File: config.mk
export PLATFORM = sky130hd
export DESIGN_NAME = knight_rider_scanner
export DESIGN_NICKNAME = d
export VERILOG_FILES = /design/src/rtl/knight_rider_scanner_pkg.sv /design/src/rtl/tick_gen.sv /design/src/rtl/knight_rider_scanner.sv
export SDC_FILE = /design/constraint.sdc
export NUM_CORES = 1
export LEC_CHECK = 0
export ABC_AREA = 1
export BUFFER_PORTS_ARGS = -buffer_cell sky130_fd_sc_hd__buf_2
export CORE_UTILIZATION = 59
export CTS_CLUSTER_DIAMETER = 30
export DETAILED_ROUTE_END_ITERATION = 8
export GPL_ROUTABILITY_DRIVEN = 0
export PLACE_DENSITY = 0.81
export SETUP_SLACK_MARGIN = 0.15
export SYNTH_ARGS = -nofsm -noshare
export SYNTH_HDL_FRONTEND = slang
export SYNTH_HIERARCHICAL = 1
export SYNTH_SLANG_ARGS = --single-unit
File: constraint.sdc
create_clock -name clk -period 2.75 [get_ports clk]
set_input_delay 0.55 -clock clk [delete_from_list [all_inputs] [get_ports clk]]
set_output_delay 0.55 -clock clk [all_outputs]
set_load 0.02 [all_outputs]
File: src/rtl/knight_rider_scanner_pkg.sv
// Shared constants for the knight-rider scanner: direction/mode encodings,
// FSM state codes and a helper for sizing the position register.
package knight_rider_scanner_pkg;

    localparam logic DIR_UP      = 1'b0;
    localparam logic DIR_DOWN    = 1'b1;
    localparam logic MODE_BOUNCE = 1'b0;
    localparam logic MODE_WRAP   = 1'b1;

    // The FSM state is the direction bit, so the state register drives dir directly
    localparam logic STATE_UP    = DIR_UP;
    localparam logic STATE_DOWN  = DIR_DOWN;

    function automatic int pos_width(input int width);
        return (width > 2) ? $clog2(width) : 1;
    endfunction

endpackage

File: src/rtl/tick_gen.sv
// Programmable prescaler: emits a one-cycle tick every (period+1) enabled cycles.
module tick_gen #(
    parameter int PRESCALE_W = 24
) (
    input  logic                  clk,
    input  logic                  aresetn,
    input  logic                  en,
    input  logic                  clr,
    input  logic [PRESCALE_W-1:0] period,
    output logic                  tick
);

    logic [PRESCALE_W-1:0] count_reg;

    // >= rather than == so a period lowered below the running count ticks at once
    assign tick = en && !clr && (count_reg >= period);

    always_ff @(posedge clk or negedge aresetn) begin
        if (!aresetn) begin
            count_reg <= '0;
        end else if (clr) begin
            count_reg <= '0;
        end else if (en) begin
            count_reg <= tick ? '0 : count_reg + PRESCALE_W'(1);
        end
    end

endmodule

File: src/rtl/knight_rider_scanner.sv
// One-hot LED scanner: a single lit bit sweeps the bus in bounce or wrap mode,
// stepping on each prescaler tick.
module knight_rider_scanner
    import knight_rider_scanner_pkg::*;
#(
    parameter int WIDTH      = 8,
    parameter int PRESCALE_W = 24
) (
    input  logic                  clk,
    input  logic                  aresetn,
    input  logic                  en,
    input  logic                  restart,
    input  logic                  mode,
    input  logic [PRESCALE_W-1:0] period,
    output logic [WIDTH-1:0]      leds,
    output logic                  dir,
    output logic                  step,
    output logic                  sweep_done
);

    localparam int               POS_W   = pos_width(WIDTH);
    localparam logic [POS_W-1:0] POS_MAX = POS_W'(WIDTH - 1);
    localparam logic [POS_W-1:0] POS_ONE = POS_W'(1);

    logic             tick;
    logic [POS_W-1:0] pos_reg, pos_next;
    logic             state_reg, state_next;
    logic [WIDTH-1:0] leds_reg, leds_next;
    logic             step_reg;
    logic             sweep_reg, sweep_next;

    tick_gen #(
        .PRESCALE_W (PRESCALE_W)
    ) u_tick_gen (
        .clk     (clk),
        .aresetn (aresetn),
        .en      (en),
        .clr     (restart),
        .period  (period),
        .tick    (tick)
    );

    always_comb begin
        pos_next   = pos_reg;
        state_next = state_reg;
        sweep_next = 1'b0;
        if (tick) begin
            if (mode == MODE_WRAP) begin
                // Wrap always moves up, even if we arrive here heading down
                state_next = STATE_UP;
                if (pos_reg == POS_MAX) begin
                    pos_next   = '0;
                    sweep_next = 1'b1;
                end else begin
                    pos_next = pos_reg + POS_ONE;
                end
            end else begin
                case (state_reg)
                    STATE_UP: begin
                        if (pos_reg == POS_MAX) begin
                            state_next = STATE_DOWN;
                            pos_next   = POS_MAX - POS_ONE;
                        end else begin
                            pos_next = pos_reg + POS_ONE;
                        end
                    end
                    default: begin
                        if (pos_reg == '0) begin
                            state_next = STATE_UP;
                            pos_next   = POS_ONE;
                            sweep_next = 1'b1;
                        end else begin
                            pos_next = pos_reg - POS_ONE;
                        end
                    end
                endcase
            end
        end
    end

    // One-hot decode of the next position so leds is a plain register
    genvar gi;
    generate
        for (gi = 0; gi < WIDTH; gi++) begin : g_led_decode
            assign leds_next[gi] = (pos_next == POS_W'(gi));
        end
    endgenerate

    always_ff @(posedge clk or negedge aresetn) begin
        if (!aresetn) begin
            pos_reg   <= '0;
            state_reg <= STATE_UP;
            leds_reg  <= WIDTH'(1);
            step_reg  <= 1'b0;
            sweep_reg <= 1'b0;
        end else if (restart) begin
            pos_reg   <= '0;
            state_reg <= STATE_UP;
            leds_reg  <= WIDTH'(1);
            step_reg  <= 1'b0;
            sweep_reg <= 1'b0;
        end else begin
            pos_reg   <= pos_next;
            state_reg <= state_next;
            leds_reg  <= leds_next;
            step_reg  <= tick;
            sweep_reg <= sweep_next;
        end
    end

    assign leds       = leds_reg;
    assign dir        = state_reg;
    assign step       = step_reg;
    assign sweep_done = sweep_reg;

endmodule

==> results.md, run 1 <==
- Unique masters post-synth: 32
- Util after Layout: 68.3%
- Htree depth: 2
- Critical path arrival: 2.55 ns
- Multiplexer area fraction after synthesis: 0%
- Top achievable clock speed: 0.430 GHz
- GR Util met1: 35.2%
- Die ar.: 5550 um^2
- Clock Latency Late Sink: 0.29 ns
- Ys async rst share: 100%
- Die Width: 74.5 um
- Vias: 2,963
- Core region area: 5070 um^2
- Initial DRT Pass Iterations: 5
- RSZ-0062 raised after global routing: no
- Period Utilization, post-route: 84.5%
- Remaining Overflow, GRT: 0
- CTS Sinks: 38
- Fin nets: 573
- Clock Tree Root: clkbuf_8
- I/O Buffers: 39
- Final Skew: 0.00902 ns
- Sequential power share: 52.5%
- Max-cap violations: 0
- Met3 Resource Use GR: 5.01%
- Synthesized instance count: 467
- Leak pwr: 0.00188 uW
- Final ANT Viol Nets: 0
- TritonCTS Buffers: 5
- Warnings from Yosys: 6
- Detailed placement HPWL: 5040 um
- Setup TNS: 0 ns
- DRC: 0
- Post-synth EDFFs: 0
- Post-Syn Nets: 529
- Int Pwr: 800 uW
- Die Span Y: 74.5 um
- Post-CTS setup buffers: 0
- GRT Overall Usage: 27.0%
- Largest net degree at the start of global routing: 39
- Commonest non-fill, non-tap cells in the layout: 173 x nand2_1, 63 x inv_1, 63 x nor2_1
- Synth Area in Adders: 13.3%
- # IOs: 40
- Slew at the pin closest to its max-slew limit: 0.855 ns
- Slew HR: 43.0%
- Post-synthesis compound-gate area fraction: 6.58%
- Power Density: 311 nW/um^2
- Max Fanout on Critical Path: 7
- Critical path class: flip-flop to flip-flop
- Worst-path clk slew: 0.08 ns
- Fin. Hold Viols: 0
- Final Worst Setup Slack: 0.427 ns
- Met2 usage: 44.5%
- Outcome: complete, no violations
- Filler instances: 487
- Synthesized area per cell: 6.64 um^2
- Tmin final: 2.32 ns
- Hold Crit Class: input port to asynchronous set/reset pin
- Via density: 5.09
- Final wirelength: 6620 um
- Hold Slack: 0.361 ns
- Startpoint class of the critical path: flip-flop
- Antenna diodes: 0
- Clk buf depth: 2
- Largest register FFs: 24
- Iter 0 DRT Violations: 155
- Synth-to-Final Area Change: 11.9%
- Final setup viols: 0
- Hold buffers post-CTS: 0
- Switching power total: 277 uW
- Initial antenna violation count: 0
- CTS tree: built
- Worst slack, placed: 0.171 ns
- Sw frac: 25.7%
- Post-Synth XOR/XNOR Area: 1.13%
- Synth Cell Area: 3100 um^2
- Largest family of logic cells by synthesized area: simple AND/OR/NAND/NOR gates
- Fraction of the mapped netlist area in simple logic gates: 38.7%
- Initial Util: 61.1%
- Fraction of layout cells with a size suffix above 1: 15.6%
- # rows: 26
- Global-route wire length before repair: 11,400 um
- Most common cell after layout, fill and taps aside: nand2_1
- Max VDD drop: 0.000204 V
- Req. time, crit path: 2.98 ns
- Logic pwr share: 9.4%
- Vias in the first global route: 2,663
- Global route hottest layer: met2
- Drt wl/cell: 11.4 um
- Synth Register Bits: 38
- Post-synthesis sequential area ratio: 30.7%
- Clock power share: 38.1%
- Post-synth top flop: dfrtp_1
- Final max-slew violation count: 0
- Setup crit end kind: flip-flop
per-stage QoR:
step                      instances  instance area [um^2]  total power (uW)
after global placement          574                  3370               674
after detailed placement        574                  3370               678
after CTS                       582                  3470              1080
after global routing            582                  3470              1120
after floorplan                 467                  3100               631
final                           582                  3470              1080
layer usage:
metal	up-vias	part of all wire (%)
li1	1532	-
met1	1336	46
met2	84	47
met3	11	5.3
met4	0	1.7
met5	-	0
worst max-delay path, cell delays in order, from the launching register on:
cell	delay (ns)
dfrtp_1	0.47
ha_1	0.33
nand2_1	0.07
nor2_1	0.10
nand2_1	0.07
nor2_1	0.11
nand3_1	0.10
nor2_2	0.15
nor2_4	0.06
nor2_2	0.15
inv_2	0.10
a21oi_1	0.17
nand2_2	0.11
nand2_2	0.08
nand2_2	0.06
nor2_1	0.12
final timing paths:
| kind | from | slack, ns | cells after the start | endpoint |
|---|---|---|---|---|
| setup / recovery | u_tick_gen/count_reg[19] | 0.43 | 15 | leds[1] |
| hold / removal | aresetn | 0.36 | 1 | u_tick_gen/count_reg[22] |
| setup reg to reg | u_tick_gen/count_reg[19] | 0.43 | 15 | leds[1] |
| hold reg to reg | u_tick_gen/count_reg[1] | 0.56 | 2 | u_tick_gen/count_reg[1] |
| max in group asynchronous | aresetn | 1.85 | 1 | u_tick_gen/count_reg[11] |
| min in group clk | restart | 0.53 | 2 | pos_reg[0] |
power by group through the flow:
stage	clock [uW]	sequential [uW]	combinational [uW]
finish	410	565	101
global route	440	566	118
CTS	414	565	102
detailed placement	0	576	102
global placement	0	576	97.9
floorplan	0	575	55.3
cell usage after synthesis, types with 3 or more instances:
| library cell | n | area [um^2] |
|---|---|---|
| nand3_1 | 19 | 95.1 |
| ha_1 | 33 | 413 |
| dfrtp_1 | 37 | 926 |
| nand4_1 | 5 | 31.3 |
| o21ai_0 | 8 | 40.0 |
| nor2_2 | 8 | 50.1 |
| a21oi_1 | 18 | 90.1 |
| nand2_1 | 173 | 649 |
| xnor2_1 | 3 | 26.3 |
| nand2_2 | 5 | 31.3 |
| inv_1 | 63 | 236 |
| nor2_1 | 64 | 240 |
| nor2_4 | 5 | 56.3 |
| inv_2 | 4 | 15.0 |
kinds of logic after synthesis:
kind of cell	count (synthesis)
compound gates	35
xor+xnor	4
fa+ha+maj	33
buf+inv	74
flops	38
simple gates	283
layout make-up:
type	count	area [um^2]	share of cell area (%)
timing repair buffer	43	225	6.49
inverter	68	255	7.36
sequential	38	952	27.5
clock buffer	6	82.6	2.38
multi-input combinational	355	1850	53.4
clock inverter	2	12.5	0.361
tap	70	87.6	2.53
repair_timing:
action                     in CTS  in global routing
hold endpoints to repair        0                  0
resized for setup               0                  1
setup endpoints to repair       0                  5
Power figures use the tool's default switching activity.
==> inputs of run 2 (changes only) <==
Clock period 2.75 ns to 2.2 ns, I/O delays scaled along.
==> results.md, run 2 (synthesized netlist as in run 1, its figures left out) <==
- Outcome: complete, no violations (unchanged)
- Detailed placement HPWL: 5450 um (was 5040 um)
- Util after Layout: 77.4% (was 68.3%)
- Final Skew: 0.00548 ns (was 0.00902 ns)
- Top achievable clock speed: 0.478 GHz (was 0.430 GHz)
- Vias in the first global route: 2,970 (was 2,663)
- Commonest non-fill, non-tap cells in the layout: 168 x nand2_1, 57 x nor2_1, 56 x inv_1 (was 173 x nand2_1, 63 x inv_1, 63 x nor2_1)
- # rows: 26 (unchanged)
- Power Density: 408 nW/um^2 (was 311 nW/um^2)
- Most common cell after layout, fill and taps aside: nand2_1 (unchanged)
- Final ANT Viol Nets: 0 (unchanged)
- DRC: 0 (unchanged)
- Remaining Overflow, GRT: 0 (unchanged)
- Cell repeated most along the worst path: nand2_1
- Initial DRT Pass Iterations: 5 (unchanged)
- Worst-path clk slew: 0.08 ns (about the same)
- Slew at the pin closest to its max-slew limit: 0.581 ns (was 0.855 ns)
- RSZ-0062 raised after global routing: yes (was no)
- Final setup viols: 0 (unchanged)
- Startpoint class of the critical path: flip-flop (unchanged)
- Initial antenna violation count: 0 (unchanged)
- Leak pwr: 0.00206 uW (was 0.00188 uW)
- Global-route wire length before repair: 12,500 um (was 11,400 um)
- Critical path arrival: 2.32 ns (was 2.55 ns)
- CTS Sinks: 38 (unchanged)
- Die Span Y: 74.5 um (unchanged)
- Drt wl/cell: 12.5 um (was 11.4 um)
- Vias: 3,150 (was 2,963)
- Clk buf depth: 2 (unchanged)
- I/O Buffers: 39 (unchanged)
- Initial Util: 61.1% (unchanged)
- Final wirelength: 7640 um (was 6620 um)
- Clock Tree Root: clkbuf_8 (unchanged)
- Die ar.: 5550 um^2 (unchanged)
- # IOs: 40 (unchanged)
- Final max-slew violation count: 0 (unchanged)
- R2R depth: 15 (unchanged)
- Worst path slowest cell: dfrtp_1 (unchanged)
- Period Utilization, post-route: 95.0% (was 84.5%)
- Largest net degree at the start of global routing: 27 (was 39)
- Hold Crit Class: input port to asynchronous set/reset pin (unchanged)
- Largest register FFs: 24 (unchanged)
- Worst Path Buf+Inv: 2 (was 1)
- CTS tree: built (unchanged)
- Fraction of layout cells with a size suffix above 1: 26.4% (was 15.6%)
- Worst path max stage delay: 0.45 ns (was 0.47 ns)
- Crit-path cells: ha_4 > inv_1 > o21bai_1 > nand2_1 > nand2_1 > nor2_2 > nor2_2 > nor2_4 > nor2_4 > inv_4 > a21oi_2 > nand3_2 > nand2_2 > nand2_1 > nor2_1 (was ha_1 > nand2_1 > nor2_1 > nand2_1 > nor2_1 > nand3_1 > nor2_2 > nor2_4 > nor2_2 > inv_2 > a21oi_1 > nand2_2 > nand2_2 > nand2_2 > nor2_1)
- Max Fanout on Critical Path: 7 (unchanged)
- R2r setup slk: 0.11 ns (was 0.43 ns)
- Htree depth: 2 (unchanged)
- Req. time, crit path: 2.43 ns (was 2.98 ns)
- Via density: 5.16 (was 5.09)
- Tmin final: 2.09 ns (was 2.32 ns)
- Setup crit end kind: flip-flop (unchanged)
- Slew HR: 61.3% (was 43.0%)
- Max-cap violations: 0 (unchanged)
- RR Startpoint: u_tick_gen/count_reg[1] (was u_tick_gen/count_reg[19])
- Synth-to-Final Area Change: 26.6% (was 11.9%)
- GRT Overall Usage: 29.5% (was 27.0%)
- TritonCTS Buffers: 5 (unchanged)
- Critical path class: flip-flop to flip-flop (unchanged)
- Die Width: 74.5 um (unchanged)
- Top delay family on crit path: simple AND/OR/NAND/NOR gates (unchanged)
- Iter 0 DRT Violations: 252 (was 155)
- Max VDD drop: 0.000364 V (was 0.000204 V)
- Clock Latency Late Sink: 0.29 ns (about the same)
- Fin nets: 602 (was 573)
- Reg2reg end: leds[3] (was leds[1])
- Hold Slack: 0.139 ns (was 0.361 ns)
- Final instance area: 3930 um^2 (was 3470 um^2)
- Core region area: 5070 um^2 (unchanged)
- Fin. Hold Viols: 0 (unchanged)
- Antenna diodes: 0 (unchanged)
- Post-DP Area: 3580 um^2 (was 3370 um^2)
==> run 2: changes by cell type in the layout (fill, tap and decap cells not counted), moves of 5 or more <==
cell / change
ha_4: +8
nand2_1: -5
ha_1: -8
inv_1: -7
buf_4: +29
nor2_1: -6
==> run 2: per-stage QoR <==
stage                     std cells  worst slack [ns]  setup TNS, ns  power [uW]
after floorplan                 467            0.0980              0         796
after global placement          589           -0.0745         -0.349         857
after detailed placement        589            -0.104         -0.857         863
after CTS                       603             0.152              0        1600
after global routing            611           -0.0576         -0.225        1670
final                           611             0.110              0        1600
==> run 2: layout make-up <==
cell class	instances	area (um^2)
well taps	70	87.6
repair buffers	72	443
inverters	68	273
clock inverters	2	60.1
fillers	393	1150
flip-flops and latches	38	956
multi-input cells	355	2020
clock buffers	6	82.6
==> run 2: per-layer routing <==
metal	up-vias	global-route usage, %	wire length [um]
met5	-	0	0
met4	0	11.1	185
met3	22	5.56	369
met2	104	53.0	3940
met1	1446	34.6	3140
li1	1578	-	-
==> run 2: what timing repair did <==
item                       in CTS  in global routing
setup endpoints to repair      12                 25
buffers inserted                6                  8
pin swaps                       6                  5
hold buffers                    0                  0
resized for setup               8                 14
==> run 2: worst register-to-register path, stage by stage (launching register included) <==
cell      delay [ns]
dfrtp_1         0.45
ha_4            0.29
inv_1           0.05
o21bai_1        0.16
nand2_1         0.08
nand2_1         0.09
nor2_2          0.05
nor2_2          0.14
nor2_4          0.05
nor2_4          0.13
inv_4           0.07
a21oi_2         0.11
nand3_2         0.09
nand2_2         0.08
nand2_1         0.08
nor2_1          0.11
==> run 2: power breakdown <==
group	total (uW)	switching (uW)	leakage (uW)	internal, uW
clock network	741	258	0.0000714	484
logic	157	96.6	0.00147	60.6
registers	705	3.93	0.000521	701
==> run 2: worst max-delay path by stage <==
stage                             start         end  slack (ns)  cells after the start
2_1_floorplan                period[21]     leds[3]         0.1                     17
3_3_place_gp                 period[21]  sweep_done       -0.07                     15
3_5_place_dp                 period[21]     leds[3]       -0.10                     17
4_1_cts        u_tick_gen/count_reg[17]     leds[4]        0.15                     14
5_1_grt         u_tick_gen/count_reg[1]     leds[0]       -0.06                     15
6_report        u_tick_gen/count_reg[1]     leds[3]        0.11                     15
